==> src/rtl/apb_bridge_pkg.sv <==
// -----------------------------------------------------------------------------
// apb_bridge_pkg
// Shared definitions for the AHB2APB bridge:
//   - default address/data widths
//   - APB controller state encoding
//   - base/limit constants of the three APB slave regions
//   - decodeSel(): maps an address to a one-hot 3-bit slave select
// No ports (package).
// -----------------------------------------------------------------------------
package apb_bridge_pkg;

    localparam int DEF_ADDR_W = 32;
    localparam int DEF_DATA_W = 32;

    typedef enum logic [2:0] {
        ST_IDLE     = 3'd0,
        ST_WWAIT    = 3'd1,
        ST_READ     = 3'd2,
        ST_WRITE    = 3'd3,
        ST_WRITEP   = 3'd4,
        ST_RENABLE  = 3'd5,
        ST_WENABLE  = 3'd6,
        ST_WENABLEP = 3'd7
    } apb_state_e;

    localparam logic [31:0] REGION0_BASE  = 32'h8000_0000;
    localparam logic [31:0] REGION0_LIMIT = 32'h83FF_FFFF;
    localparam logic [31:0] REGION1_BASE  = 32'h8400_0000;
    localparam logic [31:0] REGION1_LIMIT = 32'h87FF_FFFF;
    localparam logic [31:0] REGION2_BASE  = 32'h8800_0000;
    localparam logic [31:0] REGION2_LIMIT = 32'h8BFF_FFFF;

    // Addresses outside all three regions select no slave; the transfer
    // still runs through SETUP/ACCESS with pselx = 0.
    function automatic logic [2:0] decodeSel(input logic [31:0] addr);
        logic [2:0] sel;
        sel = 3'b000;
        if (addr >= REGION0_BASE && addr <= REGION0_LIMIT) begin
            sel = 3'b001;
        end else if (addr >= REGION1_BASE && addr <= REGION1_LIMIT) begin
            sel = 3'b010;
        end else if (addr >= REGION2_BASE && addr <= REGION2_LIMIT) begin
            sel = 3'b100;
        end
        return sel;
    endfunction

endpackage

==> src/rtl/apb_controller.sv <==
// -----------------------------------------------------------------------------
// apb_controller
// APB side of the AHB2APB bridge. Takes the qualified transfer (valid) and the
// pipelined AHB address/data/direction from the AHB slave interface, runs the
// APB SETUP -> ACCESS sequence and stalls the AHB master through hready_out
// while an APB transfer is in flight. All outputs are registered.
//
// Ports:
//   hclk, hreset          clock, synchronous active-high reset
//   valid                 qualified AHB transfer
//   hwrite, hwrite_reg    current / 1-cycle delayed AHB direction
//   haddr, haddr1, haddr2 current / 1-cycle / 2-cycle delayed AHB address
//   hwdata, hwdata1       current / 1-cycle delayed AHB write data
//   pready                (only with APB_PREADY_EN) APB slave ready
//   pwrite, penable, pselx, paddr, pwdata   APB master signals
//   hready_out            0 stalls the AHB master
//
// Configuration macro: APB_PREADY_EN
//   undefined: ACCESS always lasts one cycle, no pready port.
//   defined:   ACCESS is extended while pready = 0, with hready_out held low.
// -----------------------------------------------------------------------------
module apb_controller
    import apb_bridge_pkg::*;
#(
    parameter int ADDR_W = DEF_ADDR_W,
    parameter int DATA_W = DEF_DATA_W
) (
    input  logic              hclk,
    input  logic              hreset,
    input  logic              valid,
`ifdef APB_PREADY_EN
    input  logic              pready,
`endif
    input  logic              hwrite,
    input  logic              hwrite_reg,
    input  logic [ADDR_W-1:0] haddr,
    input  logic [ADDR_W-1:0] haddr1,
    input  logic [ADDR_W-1:0] haddr2,
    input  logic [DATA_W-1:0] hwdata,
    input  logic [DATA_W-1:0] hwdata1,
    output logic              pwrite,
    output logic              penable,
    output logic [2:0]        pselx,
    output logic [ADDR_W-1:0] paddr,
    output logic [DATA_W-1:0] pwdata,
    output logic              hready_out
);

    apb_state_e        state_q, state_d;
    logic              pwrite_q, pwrite_d;
    logic              penable_q, penable_d;
    logic [2:0]        pselx_q, pselx_d;
    logic [ADDR_W-1:0] paddr_q, paddr_d;
    logic [DATA_W-1:0] pwdata_q, pwdata_d;
    logic              hready_q, hready_d;

    logic accessDone;
    logic enableHready;

`ifdef APB_PREADY_EN
    assign accessDone   = pready;
    assign enableHready = 1'b0;
`else
    assign accessDone   = 1'b1;
    assign enableHready = 1'b1;
`endif

    // Next state is chosen first; the output loads then depend on the state
    // being entered (and, for WRITE/WRITEP, on where we came from, since a
    // write pipelined behind WENABLEP has its address two cycles back).
    always_comb begin
        state_d   = state_q;
        pwrite_d  = pwrite_q;
        penable_d = penable_q;
        pselx_d   = pselx_q;
        paddr_d   = paddr_q;
        pwdata_d  = pwdata_q;
        hready_d  = hready_q;

        case (state_q)
            ST_IDLE: begin
                if (valid && !hwrite)     state_d = ST_READ;
                else if (valid && hwrite) state_d = ST_WWAIT;
            end
            ST_WWAIT:   state_d = valid ? ST_WRITEP : ST_WRITE;
            ST_READ:    state_d = ST_RENABLE;
            ST_WRITE:   state_d = valid ? ST_WENABLEP : ST_WENABLE;
            ST_WRITEP:  state_d = ST_WENABLEP;
            ST_RENABLE, ST_WENABLE: begin
                if (accessDone) begin
                    if (valid && !hwrite)     state_d = ST_READ;
                    else if (valid && hwrite) state_d = ST_WWAIT;
                    else                      state_d = ST_IDLE;
                end
            end
            ST_WENABLEP: begin
                if (accessDone) begin
                    if (!hwrite_reg) state_d = ST_READ;
                    else if (valid)  state_d = ST_WRITEP;
                    else             state_d = ST_WRITE;
                end
            end
            default: state_d = ST_IDLE;
        endcase

        case (state_d)
            ST_READ: begin
                paddr_d   = haddr;
                pwrite_d  = 1'b0;
                pselx_d   = decodeSel(32'(haddr));
                penable_d = 1'b0;
                hready_d  = 1'b0;
            end
            ST_WRITE, ST_WRITEP: begin
                if (state_q == ST_WENABLEP) begin
                    paddr_d  = haddr2;
                    pwdata_d = hwdata1;
                    pselx_d  = decodeSel(32'(haddr2));
                end else begin
                    paddr_d  = haddr1;
                    pwdata_d = hwdata;
                    pselx_d  = decodeSel(32'(haddr1));
                end
                pwrite_d  = 1'b1;
                penable_d = 1'b0;
                hready_d  = 1'b0;
            end
            ST_RENABLE, ST_WENABLE, ST_WENABLEP: begin
                penable_d = 1'b1;
                hready_d  = enableHready;
            end
            default: begin
                pselx_d   = 3'b000;
                penable_d = 1'b0;
                hready_d  = 1'b1;
            end
        endcase
    end

    // State and all output registers; reset wins even mid-transfer.
    always_ff @(posedge hclk) begin
        if (hreset) begin
            state_q   <= ST_IDLE;
            pwrite_q  <= 1'b0;
            penable_q <= 1'b0;
            pselx_q   <= 3'b000;
            paddr_q   <= '0;
            pwdata_q  <= '0;
            hready_q  <= 1'b1;
        end else begin
            state_q   <= state_d;
            pwrite_q  <= pwrite_d;
            penable_q <= penable_d;
            pselx_q   <= pselx_d;
            paddr_q   <= paddr_d;
            pwdata_q  <= pwdata_d;
            hready_q  <= hready_d;
        end
    end

    assign pwrite     = pwrite_q;
    assign penable    = penable_q;
    assign pselx      = pselx_q;
    assign paddr      = paddr_q;
    assign pwdata     = pwdata_q;
    assign hready_out = hready_q;

endmodule

==> config.mk <==
export PLATFORM = sky130hd
export DESIGN_NAME = apb_controller
export DESIGN_NICKNAME = d
export VERILOG_FILES = /design/src/rtl/apb_bridge_pkg.sv /design/src/rtl/apb_controller.sv
export SDC_FILE = /design/constraint.sdc
export NUM_CORES = 1
export LEC_CHECK = 0
export CAP_MARGIN = 20
export CORE_MARGIN = 3
export CORE_UTILIZATION = 37
export CTS_CLUSTER_SIZE = 28
export DETAILED_ROUTE_END_ITERATION = 8
export PLACE_DENSITY = 0.8
export SYNTH_ARGS = -nofsm -noshare
export SYNTH_HDL_FRONTEND = slang
export SYNTH_SLANG_ARGS = --single-unit
==> constraint.sdc <==
create_clock -name hclk -period 2.3 [get_ports hclk]
set_input_delay 0.46 -clock hclk [delete_from_list [all_inputs] [get_ports hclk]]
set_output_delay 0.46 -clock hclk [all_outputs]
set_load 0.01 [all_outputs]
* Word-level counts from Yosys, hierarchy flattened
Index checks and enable logic that the tools add are counted.
** Operators by class
- Magnitude comparators :: 18
- Mux-type cells :: 25
- Reductions and logical operators :: 18
- Equal/unequal tests :: 13
** Operator list (number)
- $ge 32x32->1 const B :: 9
- $le 32x32->1 const B :: 9
- $mux 32 :: 2
- $pmux 32 s2 :: 1
- $mux 3 :: 14
- $eq 3x3->1 const B :: 8
- $pmux 3 s7 :: 1
- $eq 3x2->1 const B :: 4
- $logic_and 1x1->1 :: 11
- $pmux 3 s3 :: 1
- $reduce_or 3->1 :: 2
- $mux 1 :: 4
- $reduce_or 2->1 :: 2
- $eq 3x1->1 const B :: 1
- $logic_not 3->1 :: 1
- $mux 2 :: 1
- $pmux 1 s2 :: 1
- $reduce_bool 2->1 :: 1
- $logic_not 1->1 :: 1
** Storage, ports and cells
- Input bits :: 165
- Bits in registers :: 73
- Output and inout bits :: 70
- Word-level logic and storage cells :: 81

* Depth between registers and ports, before layout
- Word-level depth :: 7
- Gate-level depth with buffers :: 9

* Worst setup path after synthesis
OpenSTA, ideal clock, no wires.
- Path type :: input-to-reg
- From :: input port haddr[30]
- To :: register pselx_q[1] (netlist: pselx[1])
- Stages :: 4
- Setup time :: 0.059 ns
- Slack :: 0.523 ns
- Data arrival time :: 1.718 ns
- Path buffers :: 0
- Required time :: 2.241 ns
- Cell sequence :: or4b_1 or3b_2 o22ai_1 a22o_1
** Between the ends
- Word-level cells in the longest chain between the ends :: 5
** Ends and longest elaborated chain
- start: declaration :: line apb_controller.sv:36 : input logic [ADDR_W-1:0] haddr,
- $ge 32x32->1 / $le 32x32->1 (equally long branches) :: line apb_bridge_pkg.sv:40 : end else if (addr >= REGION1_BASE && addr <= REGION1_LIMIT) begin
- $logic_and 1x1->1 :: line apb_bridge_pkg.sv:40
- $mux 3 :: line apb_bridge_pkg.sv:40
- $mux 3 * :: line apb_bridge_pkg.sv:38 : if (addr >= REGION0_BASE && addr <= REGION0_LIMIT) begin
- $pmux 3 s3 * :: line apb_controller.sv:106 : case (state_d)
- end signal: assignment :: line apb_controller.sv:154 : pselx_q <= pselx_d;
- end: declaration :: line apb_controller.sv:52 : logic [2:0] pselx_q, pselx_d;
Every way passes the cells marked *; elsewhere a longest branch is shown, timed or not.
A chain may end at the register's enable or synchronous reset.

* Worst setup path after layout
- From :: register state_q[0]
- To :: register paddr_q[22] (netlist: paddr[22])
** Between the ends
- Word-level cells in the longest chain between the ends :: 6
** Ends and longest elaborated chain
- start: declaration :: line apb_controller.sv:49 : apb_state_e state_q, state_d;
- start signal: assignment :: line apb_controller.sv:151 : state_q <= state_d;
- $eq 3x3->1 / $mux 3 (equally long branches) :: line apb_controller.sv:80, apb_controller.sv:83
- $reduce_or 2->1 / $mux 3 (equally long branches) :: line apb_controller.sv:80, apb_controller.sv:82
- $pmux 3 s7 :: line apb_controller.sv:80 : case (state_q)
- $eq 3x2->1 / $eq 3x3->1 (equally long branches) :: line apb_controller.sv:106
- $reduce_or 2->1 :: line apb_controller.sv:106
- $pmux 32 s2 / $reduce_bool 2->1 (equally long branches)
- end signal: assignment :: line apb_controller.sv:155 : paddr_q <= paddr_d;
- end: declaration :: line apb_controller.sv:53 : logic [ADDR_W-1:0] paddr_q, paddr_d;
Several ways; a longest one is shown, not always the timed one.

==> run metrics <==
status finished clean; dpl hpwl 10.2 mm; Synth warnings 0; Final setup viols 0; Hold WC Path Type reg -> reg; Die H 107 um; worst-path fanout max 22; syn_nets 630; Most Frequent Cell on Critical Path buf_4; final hold vios 0; unrepaired setup endpoints after global routing false; Final Slew Violations 0; # fillers 818; Reg2Reg Setup Slack 0.23 ns; Max Cap Viol 0; DR pass1 iterations 4; sequential share of the synthesized area 38.5%; clk_lat worst skew 0.34 ns; Crit Path Class reg -> reg; # nets final 857; GPL Wtd Cong 0.855; CP Capture Type flip-flop; Post-CTS Setup Bufs 0; reg2reg end paddr[22]$_SDFFE_PP0P_; I/O pin count 235; Critical path buffers and inverters 2; hold_buf cts 0; root buffer cell clkbuf_8; final worst-path cycle share 90.1%; number of routed nets with antenna violations 0; Rows 36; clock skew 0.00517 ns; post-layout min period 2.07 ns; core box area 9860 um2; CTS sink count 73; Post-Synthesis Cells 465; drc violations 0; hold path cells 1; WP data arrival 2.36 ns; crit-path max cell delay 0.58 ns; Startpoint Class flip-flop; CTS tree yes; Critical R2R Launch state_q[0]$_SDFF_PP0_; Leak 2.41 nW; #FFs+latches synth 73; post-cts resize count 0; Slew headroom 66.3%; first-iteration detailed-routing DRC count 269; diode count 0; share of layout cells above drive strength 1 15.8%; CTS Buf Count 9; first-pass GRT wire length 20.4 mm; cell with the largest stage delay on the worst path dfxtp_1; GRT overflow 0; worst r2r path cells 7; Worst Tran Pin Value 0.504 ns; post-synth cell types 39; Max Freq 483 MHz; largest net degree at the start of global routing 67; ys async rst share 0%; hold path endpoint pselx[2]$_SDFFE_PP0N_; most frequent cells in the layout 233 x clkdlybuf4s50_1, 130 x nand2_1, 73 x dfxtp_1, 45 x nor2_1, 38 x a21oi_1; via count 4,249; Tot GR Track Use 22.1%; worst hold start pselx[2]$_SDFFE_PP0N_; number of global-route vias before repair 4,101; number of synthesized flops with an enable pin 0; Fin Setup TNS 0 ns; WL final 13.3 mm; worst-path cell chain buf_4 -> and3_2 -> buf_4 -> nand2_1 -> a21oi_1 -> a221oi_2 -> nor2_2; antenna violations before repair 0; CP delay by family, top simple AND/OR/NAND/NOR gates; ys flop type dfxtp_1; Pwr Density 804 nW/um2; maximum vdd drop 0.000377 V; commonest non-fill, non-tap cell in the layout clkdlybuf4s50_1; Die X 107 um; die area 11,500 um2; post-DR vias/cell 5.12; syn avg cell area 8.17 um2; Post-Syn Area 3800 um2; initial core utilization 38.5%; total chip power 5.26 mW; Port Buffer Count 234; clock buffer depth 2; CTS clk-pin slew, worst paths 0.08 ns; H-tree depth 3; area growth from synthesis to layout 72.2%; routed wire length per instance 16.0 um; Worst EP required 2.58 ns
## state kept, by name, summed over array words and instances (netlist names)
| name | count |
|---|---|
| hready_out | 1 |
| paddr | 32 |
| penable | 1 |
| pselx | 3 |
| pwdata | 32 |
| pwrite | 1 |
| state_q | 3 |
## per-layer routing
metal	GRT usage [%]	up-vias	share of wire, %
li1	-	2110	-
met1	25.8	1932	39
met2	37.8	188	48
met3	7.62	19	11
met4	7.03	0	2.0
met5	0	-	0
## Yosys cell counts, types with 3 or more instances
library cell,n,area (um2)
clkbuf_1,19,71.3
inv_1,3,11.3
buf_6,7,78.8
a21oi_1,38,190
o21ai_0,5,25.0
nor2_1,45,169
nor2_2,30,188
a31oi_1,4,25.0
a311oi_1,32,280
buf_2,12,60.1
nand2_1,130,488
a221oi_2,30,450
buf_1,3,11.3
dfxtp_1,73,1460
## area by class of cell
cell class                 instances  area [um2]  share of cell area [%]
timing repair buffer             258        2580                    39.4
sequential                        73        1460                    22.3
clock buffer                      12         165                    2.52
inverter                           3        11.3                   0.172
multi-input combinational        347        2110                    32.2
clock inverter                     4        50.0                   0.765
tap                              133         166                    2.54
## worst reg2reg max path, stage by stage, from the launching register on
cell and delay [ns]:
dfxtp_1 0.58, buf_4 0.21, and3_2 0.43, buf_4 0.33, nand2_1 0.09, a21oi_1 0.23, a221oi_2 0.07, nor2_2 0.08
## power by group
part	leakage [nW]	switching [mW]	internal [mW]
sequential	0.598	0.209	1.57
combinational	1.71	1.11	1.31
clock	0.105	0.480	0.588
total	2.41	1.80	3.46
## cells by family after synthesis
logic type | count (synthesis) | synth area share, %
AOI/OAI and AO/OA | 124 | 29.4
xor gates and xnor gates | 1 | 0.231
buffers and inverters | 45 | 6.32
DFF | 73 | 38.5
and+or+nand+nor | 222 | 25.6
## per-stage QoR
step,instances,setup slack [ns],instance area (um2),hold WS (ns),utilization [%]
after floorplan,465,0.523,3800,0.493,-
after global placement,814,-0.0295,6330,0.474,64.2
after detailed placement,814,-0.0447,6330,0.459,64.2
after CTS,830,0.231,6540,0.489,66.3
after global routing,830,0.0171,6540,0.520,66.3
final,830,0.228,6540,0.477,66.3
## worst max-delay path by stage
stage	startpoint	cells past startpoint	endpoint	slack [ns]
6_report	state_q[0]$_SDFF_PP0_	7	paddr[22]$_SDFFE_PP0P_	0.23
5_1_grt	state_q[0]$_SDFF_PP0_	7	paddr[20]$_SDFFE_PP0P_	0.02
4_1_cts	state_q[0]$_SDFF_PP0_	5	pwdata[11]$_SDFFE_PP0N_	0.23
3_5_place_dp	haddr1[30]	6	pselx[1]$_SDFFE_PP0N_	-0.04
2_1_floorplan	haddr[30]	4	pselx[1]$_SDFFE_PP0N_	0.52
3_3_place_gp	haddr1[30]	6	pselx[1]$_SDFFE_PP0N_	-0.03
Power figures use the tool's default switching activity.
